## config.mk

```make
export PLATFORM = sky130hd
export DESIGN_NAME = pipeline_hazard_ctrl
export DESIGN_NICKNAME = d
export VERILOG_FILES = /design/src/rtl/pipeline_hazard_ctrl.sv
export SDC_FILE = /design/constraint.sdc
export NUM_CORES = 1
export LEC_CHECK = 0
export BUFFER_PORTS_ARGS = -buffer_cell sky130_fd_sc_hd__buf_4
export CORE_MARGIN = 2
export CORE_UTILIZATION = 25
export CTS_BUF_LIST = sky130_fd_sc_hd__clkbuf_8
export DETAILED_ROUTE_END_ITERATION = 12
export GPL_TIMING_DRIVEN = 0
export PLACE_DENSITY = 0.47
export SYNTH_ARGS = -nofsm -noshare
export SYNTH_HDL_FRONTEND = slang
export SYNTH_SLANG_ARGS = --single-unit
```

## constraint.sdc

```tcl
create_clock -name clk -period 6.49 [get_ports clk]
set_clock_uncertainty 0.2 [all_clocks]
set_input_delay 1.298 -clock clk [delete_from_list [all_inputs] [get_ports clk]]
set_output_delay 1.298 -clock clk [all_outputs]
set_load 0.02 [all_outputs]
```

## src/rtl/pipeline_hazard_ctrl.sv

```systemverilog
// Hazard controller for a 5-stage pipeline: load-use stalls, mispredict flushes,
// memory-wait freeze with a deferred redirect, operand forwarding and perf counters.
module pipeline_hazard_ctrl (
    input  logic        clk,
    input  logic        reset,
    input  logic [4:0]  Rs_D,
    input  logic [4:0]  Rt_D,
    input  logic [4:0]  Rs_E,
    input  logic [4:0]  Rt_E,
    input  logic [4:0]  write_reg_E,
    input  logic [4:0]  write_reg_M,
    input  logic [4:0]  write_reg_W,
    input  logic        reg_write_E,
    input  logic        reg_write_M,
    input  logic        reg_write_W,
    input  logic        mem_to_reg_E,
    input  logic        mispredict_E,
    input  logic        mem_busy_M,
    output logic        stall_F,
    output logic        stall_D,
    output logic        stall_E,
    output logic        stall_M,
    output logic        flush_D,
    output logic        bubble_E,
    output logic [1:0]  forward_A_E,
    output logic [1:0]  forward_B_E,
    output logic [1:0]  state,
    output logic [15:0] stall_count,
    output logic [15:0] flush_count
);

    typedef enum logic [1:0] {
        StRun       = 2'b00,
        StLoadStall = 2'b01,
        StFlush     = 2'b10,
        StMemWait   = 2'b11
    } state_e;

    state_e      r_state;
    state_e      w_state_next;
    logic        r_pending;
    logic        w_pending_next;
    logic [15:0] r_stall_cnt;
    logic [15:0] r_flush_cnt;

    logic w_lu;
    logic w_stall_f;
    logic w_stall_d;
    logic w_stall_e;
    logic w_stall_m;
    logic w_flush_d;
    logic w_bubble_e;

    assign w_lu = mem_to_reg_E & reg_write_E & (write_reg_E != 5'd0) &
                  ((write_reg_E == Rs_D) | (write_reg_E == Rt_D));

    always_comb begin
        w_state_next   = r_state;
        w_pending_next = r_pending;
        w_stall_f      = 1'b0;
        w_stall_d      = 1'b0;
        w_stall_e      = 1'b0;
        w_stall_m      = 1'b0;
        w_flush_d      = 1'b0;
        w_bubble_e     = 1'b0;
        if (mem_busy_M) begin
            // Freeze dominates everything; a redirect seen now is replayed on exit.
            w_stall_f      = 1'b1;
            w_stall_d      = 1'b1;
            w_stall_e      = 1'b1;
            w_stall_m      = 1'b1;
            w_state_next   = StMemWait;
            w_pending_next = r_pending | mispredict_E;
        end else begin
            w_pending_next = 1'b0;
            case (r_state)
                StLoadStall: begin
                    w_state_next = StRun;
                end
                StFlush: begin
                    w_flush_d    = 1'b1;
                    w_bubble_e   = 1'b1;
                    w_state_next = mispredict_E ? StFlush : StRun;
                end
                default: begin
                    // RUN, and the exit cycle of MEM_WAIT, share the same decision.
                    if (mispredict_E | r_pending) begin
                        w_flush_d    = 1'b1;
                        w_bubble_e   = 1'b1;
                        w_state_next = StFlush;
                    end else if (w_lu) begin
                        w_stall_f    = 1'b1;
                        w_stall_d    = 1'b1;
                        w_bubble_e   = 1'b1;
                        w_state_next = StLoadStall;
                    end else begin
                        w_state_next = StRun;
                    end
                end
            endcase
        end
    end

    always_ff @(posedge clk or negedge reset) begin
        if (!reset) begin
            r_state     <= StRun;
            r_pending   <= 1'b0;
            r_stall_cnt <= 16'd0;
            r_flush_cnt <= 16'd0;
        end else begin
            r_state   <= w_state_next;
            r_pending <= w_pending_next;
            if (w_stall_d && (r_stall_cnt != 16'hFFFF)) begin
                r_stall_cnt <= r_stall_cnt + 16'd1;
            end
            if ((w_state_next == StFlush) && (r_flush_cnt != 16'hFFFF)) begin
                r_flush_cnt <= r_flush_cnt + 16'd1;
            end
        end
    end

    // Control outputs are forced low for as long as reset is held.
    assign stall_F  = w_stall_f & reset;
    assign stall_D  = w_stall_d & reset;
    assign stall_E  = w_stall_e & reset;
    assign stall_M  = w_stall_m & reset;
    assign flush_D  = w_flush_d & reset;
    assign bubble_E = w_bubble_e & reset;

    assign state       = r_state;
    assign stall_count = r_stall_cnt;
    assign flush_count = r_flush_cnt;

    always_comb begin
        forward_A_E = 2'b00;
        if (reg_write_M && (write_reg_M != 5'd0) && (write_reg_M == Rs_E)) begin
            forward_A_E = 2'b10;
        end else if (reg_write_W && (write_reg_W != 5'd0) && (write_reg_W == Rs_E)) begin
            forward_A_E = 2'b01;
        end
    end

    always_comb begin
        forward_B_E = 2'b00;
        if (reg_write_M && (write_reg_M != 5'd0) && (write_reg_M == Rt_E)) begin
            forward_B_E = 2'b10;
        end else if (reg_write_W && (write_reg_W != 5'd0) && (write_reg_W == Rt_E)) begin
            forward_B_E = 2'b01;
        end
    end

endmodule

```

* Word-level counts from Yosys, hierarchy flattened *
Index checks and enable logic that the tools add are counted.

storage, ports and cells
  bits in registers = 35
  input port bits = 43
  output and inout port bits = 44
  word-level logic and storage cells = 59

operators by class
  $add $sub $neg = 2
  equality and inequality tests = 11
  muxes and demuxes = 21
  bitwise gates (word level) = 9
  reductions and logical operators = 12

operator list
  operator                                              count
  adder 16 x 1 -> 16 bit (second input constant)        2
  != test 16 bit (second input constant)                2
  equality test 5 bit                                   6
  nonzero test 5 bit                                    3
  two-way mux 1 bit                                     13
  two-way mux 2 bit                                     5
  logical AND 1 bit                                     8
  AND 1 bit                                             7
  equality test 2 bit (second input constant)           2
  case mux 1 bit (2 select lines)                       2
  case mux 2 bit (2 select lines)                       1
  equality test 2 x 1 -> 1 bit (second input constant)  1
  bitwise OR 1 bit                                      2
  OR reduction 2 bit                                    1

* Logic depth before layout (Yosys ltp) *
Gate-level depths: netlist (run 1).

  depth after elaboration = 9
  gate-level depth with buffers = 8
  mapped depth without buffers = 8

* Worst setup path after synthesis (run 1) *
No wires, ideal clock.

  kind = input -> output
  from = input write_reg_M[1]
  to = output forward_A_E[0]
  data arrival time = 2915 ps
  data required time = 4992 ps
  setup slack = 2077 ps
  stages on the path = 4
  path buffers = 0
  cell sequence = or4_1 -> o21ai_0 -> nor4_1 -> nor4_1

on the way
  cells in the longest elaborated chain, start to end = 4
  elaborated cells on any way between the ends = 5
  classes of those cells = eq/ne (1); mux (1); reduce/logical (3)

RTL lines
  element              RTL line  RTL
  start: declaration   11        input logic [4:0] write_reg_M,
  nonzero test 5 bit   136       if (reg_write_M && (write_reg_M != 5'd0) && (write_reg_M == Rs_E)) begin
  logical AND 1 bit    136
  logical AND 1 bit *  136
  two-way mux 2 bit *  136
  end: declaration     25        output logic [1:0] forward_A_E,

Every way passes the cells marked *; elsewhere a longest branch is shown, timed or not.

* Final worst setup path (run 1) *
  from = input write_reg_E[1]
  to = output stall_F

on the way
  cells in the longest elaborated chain, start to end = 8
  elaborated cells on any way between the ends = 11
  classes of those cells = eq/ne (2); mux (4); bitwise (4); reduce/logical (1)

RTL lines
  element                                                           RTL line  RTL
  start: declaration                                                10        input logic [4:0] write_reg_E,
  equality test 5 bit / nonzero test 5 bit (equally long branches)  55, 54
  bitwise OR 1 bit / AND 1 bit (equally long branches)              55, 54
  AND 1 bit *                                                       54        assign w_lu = mem_to_reg_E & reg_write_E & (write_reg_E != 5'd0) &
  two-way mux 1 bit *                                               91        end else if (w_lu) begin
  two-way mux 1 bit *                                               87        if (mispredict_E | r_pending) begin
  two-way mux 1 bit *                                               76        case (r_state)
  two-way mux 1 bit *                                               66        if (mem_busy_M) begin
  AND 1 bit *                                                       123       assign stall_F = w_stall_f & reset;
  end: declaration                                                  19        output logic stall_F,

Marked as above.

==> results by group, run 1 <==
Placement
  • Post-DP HPWL: 4090 microns
  • Port Buffer Count: 86
  • Placed Area: 2850 sq um
  • RePlAce Congestion: 0.752

Finish
  • Design area: 2970 sq um
  • Most frequent cells in the layout: buf_4 (89), xor2_1 (41), dfrtp_1 (35)
  • # nets final: 347
  • Fin util: 36.5%
  • Reg area: 876 sq um
  • Synth-to-Final Area Change: 42.8%
  • Antenna cells: 0
  • Fillcell total: 835
  • Multi-input logic area: 1160 sq um
  • Leading cell type in the layout, fill and taps excluded: buf_4
  • Layout cells sized above 1: 34.8%

Clock network
  • CTS tree: built
  • Clk_lat worst skew: 0.29 ns
  • Max Root-Sink Buffers: 2
  • # resized after CTS: 0
  • Clock root buffer: clkbuf_8
  • CTS clk-pin slew, worst paths: 0.08 ns
  • CTS Hold Bufs: 0
  • Num CTS Buffers: 5
  • H-tree depth: 2
  • CTS sink count: 35
  • Post-CTS setup buffers: 0

Power
  • Tot Pwr: 754 uW
  • Leakage dissipation: 1.44 nW
  • PD cells: 254 nW/um^2
  • Peak supply drop: 115 uV

Yosys
  • YS warnings: 0
  • Syn nets: 254
  • Top post-synthesis cells by area: dfrtp_1 (42%), xor2_1 (17%), xnor2_1 (8.0%)
  • Sequential-to-total area share from yosys stat: 42.2%
  • Flops & latches, synth: 35
  • Netlist cell types: 35
  • Synth top area share: 42.2%
  • Mapped Area: 2080 sq um
  • Syn Inst Count: 208
  • Post-synth top area cell: dfrtp_1
  • Mean Syn Cell Area: 9.99 sq um

Drt
  • Detailed router's first-iteration violation count: 54
  • Vias: 1812
  • Via density per instance: 4.45
  • Post-DRT Antenna Nets: 0
  • # DRC: 0
  • DRT Pass-1 Iters: 4
  • Routed WL per cell: 12.7 microns
  • Routed WL: 5160 microns

Floorplan
  • Top Ports: 87
  • Die X: 95.2 microns
  • Initial Utilization: 25.5%
  • Die Height: 95.2 microns
  • Die footprint: 9050 sq um
  • Core ar.: 8130 sq um
  • Row count: 33

Worst setup path
  • Cell repeated most along the worst path: buf_4
  • CP arrival: 2.92 ns
  • Crit path buf inv count: 3
  • Cell family with most CP delay: simple AND/OR/NAND/NOR gates
  • Crit Path Max Fanout: 3
  • R2R setup slack: 4.10 ns
  • Critical path's slowest cell: or4_1
  • Crit-path cells: buf_4, or4_1, o211ai_1, nor2_1, a21o_1, and2_1, buf_4, buf_4
  • Worst r2r dst: flush_count[9]
  • R2R cell count: 7
  • Worst Path Required: 4.99 ns
  • RR Startpoint: state[1]
  • CP Class: in2out
  • Critical path launch point type: input port
  • Critical path endpoint category: primary output
  • Worst path max stage delay: 0.53 ns

Worst hold path
  • Hold Startpoint: flush_count[9]
  • Cells on Worst Hold Path: 1
  • HP Class: reg2reg
  • Endpoint, Worst Hold: flush_count[9]

Global routing
  • GRT Total Usage: 11.6%
  • Grt ovf: 0
  • Initial antenna violation count: 0
  • Vias in the first global route: 1768
  • Global-route wire length before repair: 8300 microns
  • Largest net degree at the start of global routing: 39

STA
  • Measured slew at the worst slew-check pin: 0.477 ns
  • Setup violators final: 0
  • Rel. slew slack: 68.2%
  • Fin. max-slew vios: 0
  • RSZ-0062 raised after global routing: false
  • Final hold vios: 0
  • Setup TNS: 0 ns
  • Max Clk Rate: 226 MHz
  • Post-route minimum period: 4.42 ns
  • Final period utilization: 68.1%

Job
  • Max-cap viol count: 0

Outcome
  • Status: completed
report_power, final:
part	internal [mW]	total, mW	switching [mW]
Clock	0.114	0.200	0.0856
Combinational	0.117	0.242	0.125
Sequential	0.257	0.312	0.0557
cell families (layout without fill, tap and decap cells):
kind of cell	Yosys count	count (layout)	share of synthesized area, %
buf+inv	7	101	1.81
flops	35	35	42.2
xor+xnor	60	60	25.3
fa+ha+maj	3	3	1.81
mux	1	1	0.542
compound gates	12	12	4.94
simple gates	90	90	23.4
flip-flops by register name, indices dropped and copies added (netlist names):
register and cells:
state 2, flush_count 16, r_pending 1, stall_count 16
routing by layer:
layer / global-route usage (%) / part of all wire (%)
met1: 15.3 / 47
met2: 19.1 / 45
met3: 2.77 / 6.4
met4: 3.26 / 0.99
met5: 0 / 0
through the flow:
step / hold slack (ns) / std cells / setup WS (ns)
floorplan: 0.304 / 208 / 2.08
global placement: 0.279 / 399 / 2.07
detailed placement: 0.287 / 399 / 2.04
CTS: 0.297 / 407 / 2.04
global route: 0.309 / 407 / 1.97
finish: 0.297 / 407 / 2.07
cells in the mapped netlist:
cell	count
mux2_1	1
a31o_2	1
and2_1	3
o21ai_0	2
and4_4	2
o211ai_1	1
and3_1	1
nor2b_1	1
nand4_1	6
a311o_2	1
a22oi_1	1
buf_4	3
and3_4	1
a2bb2oi_4	1
nor4_1	8
xor2_1	41
xnor2_1	19
nand2_1	14
inv_1	3
or3_1	1
a31oi_1	1
nor3_1	7
ha_1	3
and4_1	3
a21o_1	1
a21oi_1	2
or4_1	5
or2_1	1
dfrtp_1	35
clkbuf_1	1
or3b_2	1
nor3_2	1
nand3_1	16
nor2_1	19
o21bai_1	1
worst register-to-register path: stages, from the launching register on:
cell	delay, ns
dfrtp_1	0.39
ha_1	0.33
nor2_1	0.09
or3_1	0.38
a31o_2	0.26
nor2_1	0.32
nand4_1	0.17
xnor2_1	0.14
final cells by class:
| cell class | instances | share of cell area, % |
|---|---|---|
| timing repair buffer | 86 | 21.8 |
| multi-input combinational | 166 | 39.2 |
| inverter | 3 | 0.380 |
| clock buffer | 5 | 2.32 |
| sequential | 35 | 29.5 |
| clock inverter | 3 | 1.48 |
| buffer | 4 | 0.886 |
| tap | 105 | 4.43 |
worst max path at each step:
stage	start	end	cells after the start
4_1_cts	write_reg_E[1]	stall_F	8
6_report	write_reg_E[1]	stall_F	8
3_5_place_dp	write_reg_E[1]	stall_F	8
2_1_floorplan	write_reg_M[1]	forward_A_E[0]	4
5_1_grt	write_reg_E[1]	stall_F	8
3_3_place_gp	write_reg_E[1]	stall_F	8
Power figures use the tool's default switching activity.
==> run 2: changes to the inputs <==
--- a/config.mk
+++ b/config.mk
@@ -5,6 +5,7 @@
 export SDC_FILE = /design/constraint.sdc
 export NUM_CORES = 1
 export LEC_CHECK = 0
+export ABC_AREA = 1
 export BUFFER_PORTS_ARGS = -buffer_cell sky130_fd_sc_hd__buf_4
 export CORE_MARGIN = 2
 export CORE_UTILIZATION = 25
==> constraint.sdc (replaced) <==
create_clock -name clk -period 3.9 [get_ports clk]
set_clock_uncertainty 0.2 [all_clocks]
set_input_delay 0.78 -clock clk [delete_from_list [all_inputs] [get_ports clk]]
set_output_delay 0.78 -clock clk [all_outputs]
set_load 0.02 [all_outputs]
==> run 2 against run 1 <==
- combinational power is 62% higher
- sequential share of layout area fell by 5.4 points
- clock power up 35%
- non-clock buffer count up 6
- first-iteration DRC count up 37%
==> results by group, run 2 <==
STA
  • Post-route minimum period: 3.19 ns
  • Final hold vios: 0 (unchanged)
  • Hold Slack: 0.245 ns (was 0.297 ns)
  • Setup TNS: 0 ns (unchanged)
  • Worst setup margin: 0.715 ns (was 2.07 ns)
  • RSZ-0062 raised after global routing: false (unchanged)
  • Fin. max-slew vios: 0 (unchanged)
  • Setup violators final: 0 (unchanged)
  • Final period utilization: 81.7%
  • Max Clk Rate: 314 MHz
  • Rel. slew slack: 67.0% (was 68.2%)
  • Measured slew at the worst slew-check pin: 0.494 ns (was 0.477 ns)

Job
  • Max-cap viol count: 0 (unchanged)

Drt
  • DRT Pass-1 Iters: 6 (was 4)
  • Post-DRT Antenna Nets: 0 (unchanged)
  • Via density per instance: 4.41 (was 4.45)
  • Routed WL: 7750 microns (was 5160 microns)
  • # DRC: 0 (unchanged)
  • Detailed router's first-iteration violation count: 74 (was 54)
  • Vias: 2702 (was 1812)
  • Routed WL per cell: 12.6 microns (was 12.7 microns)

Power
  • Leakage dissipation: 1.85 nW (was 1.44 nW)
  • Peak supply drop: 162 uV (was 115 uV)
  • Sw Ratio: 36.9% (was 35.3%)
  • Clock group share of total power: 23.7% (was 26.5%)
  • Seq pwr share: 42.0% (was 41.4%)
  • PD cells: 316 nW/um^2 (was 254 nW/um^2)
  • Tot Pwr: 1.15 mW (was 754 uW)
  • Internal power: 722 uW (was 488 uW)
  • P_sw: 423 uW (was 266 uW)
  • Logic pwr share: 34.3% (was 32.0%)

Global routing
  • Grt ovf: 0 (unchanged)
  • Initial antenna violation count: 0 (unchanged)
  • Largest net degree at the start of global routing: 39 (unchanged)
  • GRT Total Usage: 13.6% (was 11.6%)
  • Vias in the first global route: 2645 (was 1768)
  • Global-route wire length before repair: 12800 microns (was 8300 microns)

Yosys
  • Syn Inst Count: 380 (was 208)
  • Mapped Area: 2720 sq um (was 2080 sq um)
  • Netlist cell types: 30 (was 35)
  • Syn nets: 426 (was 254)
  • Mean Syn Cell Area: 7.15 sq um (was 9.99 sq um)
  • Sequential-to-total area share from yosys stat: 32.2% (was 42.2%)
  • Synth top area share: 32.2% (was 42.2%)
  • Top FF cell, synth: dfrtp_1 (unchanged)
  • Flops & latches, synth: 35 (unchanged)
  • Top post-synthesis cells by count: nand2_1 (121), nand3_1 (36), dfrtp_1 (35) (was xor2_1 (41), dfrtp_1 (35), nor2_1 (19), xnor2_1 (19), nand3_1 (16))
  • Synth async-reset ratio: 100% (unchanged)
  • Top post-synthesis cells by area: dfrtp_1 (32%), nand2_1 (17%), xor2_1 (7.7%) (was dfrtp_1 (42%), xor2_1 (17%), xnor2_1 (8.0%))
  • YS warnings: 0 (unchanged)
  • Most common cell in the synthesized netlist: nand2_1 (was xor2_1)
  • EDFF count, synth: 0 (unchanged)
  • Post-synth top area cell: dfrtp_1 (unchanged)

Finish
  • Antenna cells: 0 (unchanged)
  • # nets final: 519 (was 347)
  • Fin util: 33.7% (was 36.5%)
  • Synth-to-Final Area Change: 33.4% (was 42.8%)
  • Leading cell type in the layout, fill and taps excluded: nand2_1 (was buf_4)
  • Non-filler instance count after layout: 613 (was 407)
  • Reg area: 876 sq um (unchanged)
  • Design area: 3630 sq um (was 2970 sq um)
  • Layout cells sized above 1: 25.6% (was 34.8%)
  • Most frequent cells in the layout: nand2_1 (121), buf_4 (89), nand3_1 (36) (was buf_4 (89), xor2_1 (41), dfrtp_1 (35))
  • Fillcell total: 1193 (was 835)
  • Multi-input logic area: 1630 sq um (was 1160 sq um)

Placement
  • Placed Area: 3540 sq um (was 2850 sq um)
  • Port Buffer Count: 86 (unchanged)
  • Cell count after placement: 606 (was 399)
  • Post-DP HPWL: 6030 microns (was 4090 microns)
  • RePlAce Congestion: 0.848 (was 0.752)
  • Worst Setup Slack post-DPL: 0.706 ns (was 2.04 ns)

Clock network
  • CTS sink count: 35 (unchanged)
  • Clk_lat worst skew: 0.28 ns (was 0.29 ns)
  • H-tree depth: 2 (unchanged)
  • Post-CTS setup buffers: 0 (unchanged)
  • CTS Hold Bufs: 0 (unchanged)
  • # resized after CTS: 0 (unchanged)
  • CTS tree: built (unchanged)
  • Max Root-Sink Buffers: 2 (unchanged)
  • Clock root buffer: clkbuf_8 (unchanged)
  • Num CTS Buffers: 5 (unchanged)
  • CTS clk-pin slew, worst paths: 0.08 ns (about the same)

Worst setup path
  • Critical path endpoint category: primary output (unchanged)
  • CP Class: reg2out (was in2out)
  • Crit Path Max Fanout: 10 (was 3)
  • Critical path launch point type: flip-flop (was input port)
  • Worst Path Required: 2.92 ns (was 4.99 ns)
  • CP arrival: 2.21 ns (was 2.92 ns)

Floorplan
  • Die X: 108 microns (was 95.2 microns)
  • Initial Utilization: 25.3% (was 25.5%)
  • Die Height: 108 microns (was 95.2 microns)
  • Die footprint: 11700 sq um (was 9050 sq um)
  • Row count: 38 (was 33)
  • Top Ports: 87 (unchanged)
  • Core ar.: 10700 sq um (was 8130 sq um)

Worst hold path
  • HP Class: in2async (was reg2reg)

Outcome
  • Status: completed (unchanged)
[run 2: cell count changes after synthesis, sizes merged, moves of 3 or more]
cell   delta
xnor2     +4
nand2   +111
and2      -3
and4      -5
nor3      +7
nor2     +15
buf       +4
nand4    +17
nand3    +24
xor2     -17
inv      +36
nor4      -6
or4       -5
[run 2: final timing paths]
| kind | to | slack [ns] | cells after the start | start |
|---|---|---|---|---|
| max | stall_F | 0.71 | 7 | state[1] |
| min | flush_count[10] | 0.24 | 1 | reset |
| max reg2reg | flush_count[11] | 1.70 | 9 | flush_count[0] |
| min reg2reg | r_pending | 0.31 | 2 | r_pending |
| max in group asynchronous | flush_count[4] | 2.90 | 1 | reset |
| min in group clk | r_pending | 0.31 | 2 | r_pending |
[run 2: cell type report]
type                       instances  area share, %
buffer                            10           1.83
inverter                          39           4.04
clock buffer                       6           2.28
timing repair buffer              86           17.8
clock inverter                     1          0.138
multi-input combinational        296           44.9
tap                              140           4.83
sequential                        35           24.2
[run 2: routing by layer]
metal	wire length [microns]	vias to the layer above	track usage (%)
li1	-	1406	-
met1	3440	1240	17.0
met2	3960	50	24.7
met3	282	6	2.17
met4	64	0	2.75
met5	0	-	0
[run 2: cell families (layout without fill, tap and decap cells)]
group,after synthesis,in the layout,synth area share (%)
XOR/XNOR,47,47,15.1
adder cells (fa/ha/maj),3,3,1.38
buffers and inverters,49,142,7.83
AO/OA/AOI/OAI,6,6,1.43
flip-flops,35,35,32.2
AND/OR/NAND/NOR,240,240,42.0
[run 2: critical path: stages (launching register included)]
cell	delay, ns
dfrtp_1	0.39
ha_1	0.30
inv_1	0.05
nor3_1	0.37
nand3_4	0.23
a21boi_0	0.30
buf_4	0.16
buf_4	0.12
[run 2: power groups by stage]
stage                     sequential (mW)  combinational (mW)  clock, mW
after floorplan                     0.526               0.176          0
after global placement              0.488               0.395          0
after detailed placement            0.489               0.397          0
after CTS                           0.483               0.399      0.289
after global routing                0.492               0.440      0.304
final                               0.481               0.393      0.271
==> run 3: changes to the inputs <==
--- a/config.mk
+++ b/config.mk
@@ -12,7 +12,7 @@
 export CTS_BUF_LIST = sky130_fd_sc_hd__clkbuf_8
 export DETAILED_ROUTE_END_ITERATION = 12
 export GPL_TIMING_DRIVEN = 0
-export PLACE_DENSITY = 0.47
+export PLACE_DENSITY = 0.45
 export SYNTH_ARGS = -nofsm -noshare
 export SYNTH_HDL_FRONTEND = slang
 export SYNTH_SLANG_ARGS = --single-unit
==> constraint.sdc (replaced) <==
create_clock -name clk -period 3.2 [get_ports clk]
set_clock_uncertainty 0.2 [all_clocks]
set_input_delay 0.64 -clock clk [delete_from_list [all_inputs] [get_ports clk]]
set_output_delay 0.64 -clock clk [all_outputs]
set_load 0.02 [all_outputs]
==> run 3 against run 2 <==
- clock power up 35%
- first-iteration DRC count grew 55%
- design area is 0.59% higher
==> results by group, run 3 (synthesized netlist as in run 2, its figures left out) <==
Global routing
  • GRT Total Usage: 14.3% (was 13.6%)
  • Initial antenna violation count: 0 (unchanged)
  • Largest net degree at the start of global routing: 39 (unchanged)
  • Grt ovf: 0 (unchanged)
  • Global-route wire length before repair: 13300 microns (was 12800 microns)
  • Vias in the first global route: 2749 (was 2645)

Floorplan
  • Die X: 108 microns (unchanged)
  • Die footprint: 11700 sq um (unchanged)
  • Core ar.: 10700 sq um (unchanged)
  • Top Ports: 87 (unchanged)
  • Initial Utilization: 25.3% (unchanged)
  • Row count: 38 (unchanged)
  • Die Height: 108 microns (unchanged)

Worst setup path
  • Critical path's slowest cell: dfrtp_1 (unchanged)
  • Worst Path Required: 2.36 ns (was 2.92 ns)
  • Critical path endpoint category: primary output (unchanged)
  • CP Class: reg2out (unchanged)
  • Critical path launch point type: flip-flop (unchanged)
  • Cell family with most CP delay: simple AND/OR/NAND/NOR gates (unchanged)
  • Worst path max stage delay: 0.36 ns (was 0.39 ns)
  • Crit-path cells: inv_1, ha_1, inv_1, nor3_2, nand3_4, a21boi_0, buf_4, buf_4 (was ha_1, inv_1, nor3_1, nand3_4, a21boi_0, buf_4, buf_4)
  • Crit path buf inv count: 4 (was 3)
  • CP arrival: 2.08 ns (was 2.21 ns)
  • Crit Path Max Fanout: 10 (unchanged)

Clock network
  • Max Root-Sink Buffers: 2 (unchanged)
  • CTS clk-pin slew, worst paths: 0.08 ns (about the same)
  • CTS Hold Bufs: 0 (unchanged)
  • Clock root buffer: clkbuf_8 (unchanged)
  • Clk_lat worst skew: 0.29 ns (was 0.28 ns)
  • CTS tree: built (unchanged)
  • Num CTS Buffers: 5 (unchanged)
  • Post-CTS setup buffers: 0 (unchanged)
  • CTS sink count: 35 (unchanged)
  • # resized after CTS: 0 (unchanged)
  • H-tree depth: 2 (unchanged)

Placement
  • Port Buffer Count: 86 (unchanged)
  • RePlAce Congestion: 0.826 (was 0.848)
  • Worst Setup Slack post-DPL: 0.332 ns (was 0.706 ns)
  • Placed Area: 3540 sq um (unchanged)
  • Post-DP HPWL: 6090 microns (was 6030 microns)
  • Cell count after placement: 606 (unchanged)

Power
  • PD cells: 393 nW/um^2 (was 316 nW/um^2)
  • Seq pwr share: 41.0% (was 42.0%)
  • Internal power: 908 uW (was 722 uW)
  • Sw Ratio: 36.7% (was 36.9%)
  • Logic pwr share: 33.4% (was 34.3%)
  • Leakage dissipation: 1.86 nW (was 1.85 nW)
  • Tot Pwr: 1.43 mW (was 1.15 mW)
  • P_sw: 525 uW (was 423 uW)
  • Clock group share of total power: 25.6% (was 23.7%)
  • Peak supply drop: 255 uV (was 162 uV)

Drt
  • Met3 Wirelength: 364 microns (was 282 microns)
  • Routed length on met1: 3590 microns (was 3440 microns)
  • # DRC: 0 (unchanged)
  • DRT Pass-1 Iters: 4 (was 6)
  • Max Used Layer: met4 (unchanged)
  • Post-DRT Antenna Nets: 0 (unchanged)
  • Routed WL per cell: 12.6 microns (about the same)
  • Routed WL: 7770 microns (was 7750 microns)
  • Vias: 2725 (was 2702)
  • Detailed router's first-iteration violation count: 115 (was 74)
  • Via density per instance: 4.44 (was 4.41)
  • Met2 Routed Length: 3720 microns (was 3960 microns)

Finish
  • Most frequent cells in the layout: nand2_1 (121), buf_4 (89), nand3_1 (36) (unchanged)
  • Fillcell total: 1209 (was 1193)
  • # nets final: 519 (unchanged)
  • Antenna cells: 0 (unchanged)
  • Reg area: 876 sq um (unchanged)
  • Synth-to-Final Area Change: 34.2% (was 33.4%)
  • Design area: 3650 sq um (was 3630 sq um)
  • Layout cells sized above 1: 25.9% (was 25.6%)
  • Leading cell type in the layout, fill and taps excluded: nand2_1 (unchanged)
  • Non-filler instance count after layout: 614 (was 613)
  • Multi-input logic area: 1630 sq um (about the same)

STA
  • Post-route minimum period: 2.92 ns
  • Final hold vios: 0 (unchanged)
  • Fin. max-slew vios: 0 (unchanged)
  • RSZ-0062 raised after global routing: false (unchanged)
  • Rel. slew slack: 65.8% (was 67.0%)
  • Setup TNS: 0 ns (unchanged)
  • Setup violators final: 0 (unchanged)
  • Final period utilization: 91.1%
  • Measured slew at the worst slew-check pin: 0.513 ns (was 0.494 ns)
  • Worst setup margin: 0.285 ns (was 0.715 ns)
  • Max Clk Rate: 343 MHz

Worst hold path
  • HP Class: in2async (unchanged)

Job
  • Max-cap viol count: 0 (unchanged)

Outcome
  • Status: completed (unchanged)
## run 3: cell types whose count changed in the layout (fill, tap and decap cells not counted), sizes merged
cell	previous run	this run
clkbuf	9	10
clkinv	1	0
clkinvlp	0	1
## run 3: worst paths after layout
check	endpoint	slack, ns	start	cells after the start
worst max-delay path	stall_F	0.28	state[0]	8
worst min-delay path	flush_count[7]	0.12	reset	1
worst max register to register	flush_count[11]	1.08	flush_count[0]	9
worst min register to register	r_pending	0.33	r_pending	2
max in group asynchronous	stall_count[15]	2.32	reset	1
min in group clk	r_pending	0.33	r_pending	2
## run 3: power groups by stage
stage	logic (mW)	clock network, mW	registers [mW]
6_report	0.479	0.366	0.588
5_1_grt	0.532	0.411	0.604
4_1_cts	0.486	0.391	0.588
3_5_place_dp	0.485	0	0.595
3_3_place_gp	0.478	0	0.591
2_1_floorplan	0.215	0	0.642
## run 3: per-layer routing
layer,track usage (%),vias to the layer above
li1,-,1405
met3,2.53,8
met2,25.3,65
met4,3.11,0
met5,0,-
met1,18.2,1247
## run 3: per-stage QoR
stage                     hold WS (ns)  util [%]
after floorplan                  0.144         -
after global placement           0.296      32.9
after detailed placement         0.297      32.9
after CTS                        0.133      33.9
after global routing             0.144      33.9
final                            0.118      33.9
## run 3: cell type report
cell class / instances / area share (%)
multi-input combinational: 296 / 44.8
sequential: 35 / 24.0
timing repair buffer: 86 / 17.7
tap: 140 / 4.80
inverter: 39 / 4.01
clock buffer: 7 / 2.64
buffer: 10 / 1.82
clock inverter: 1 / 0.206
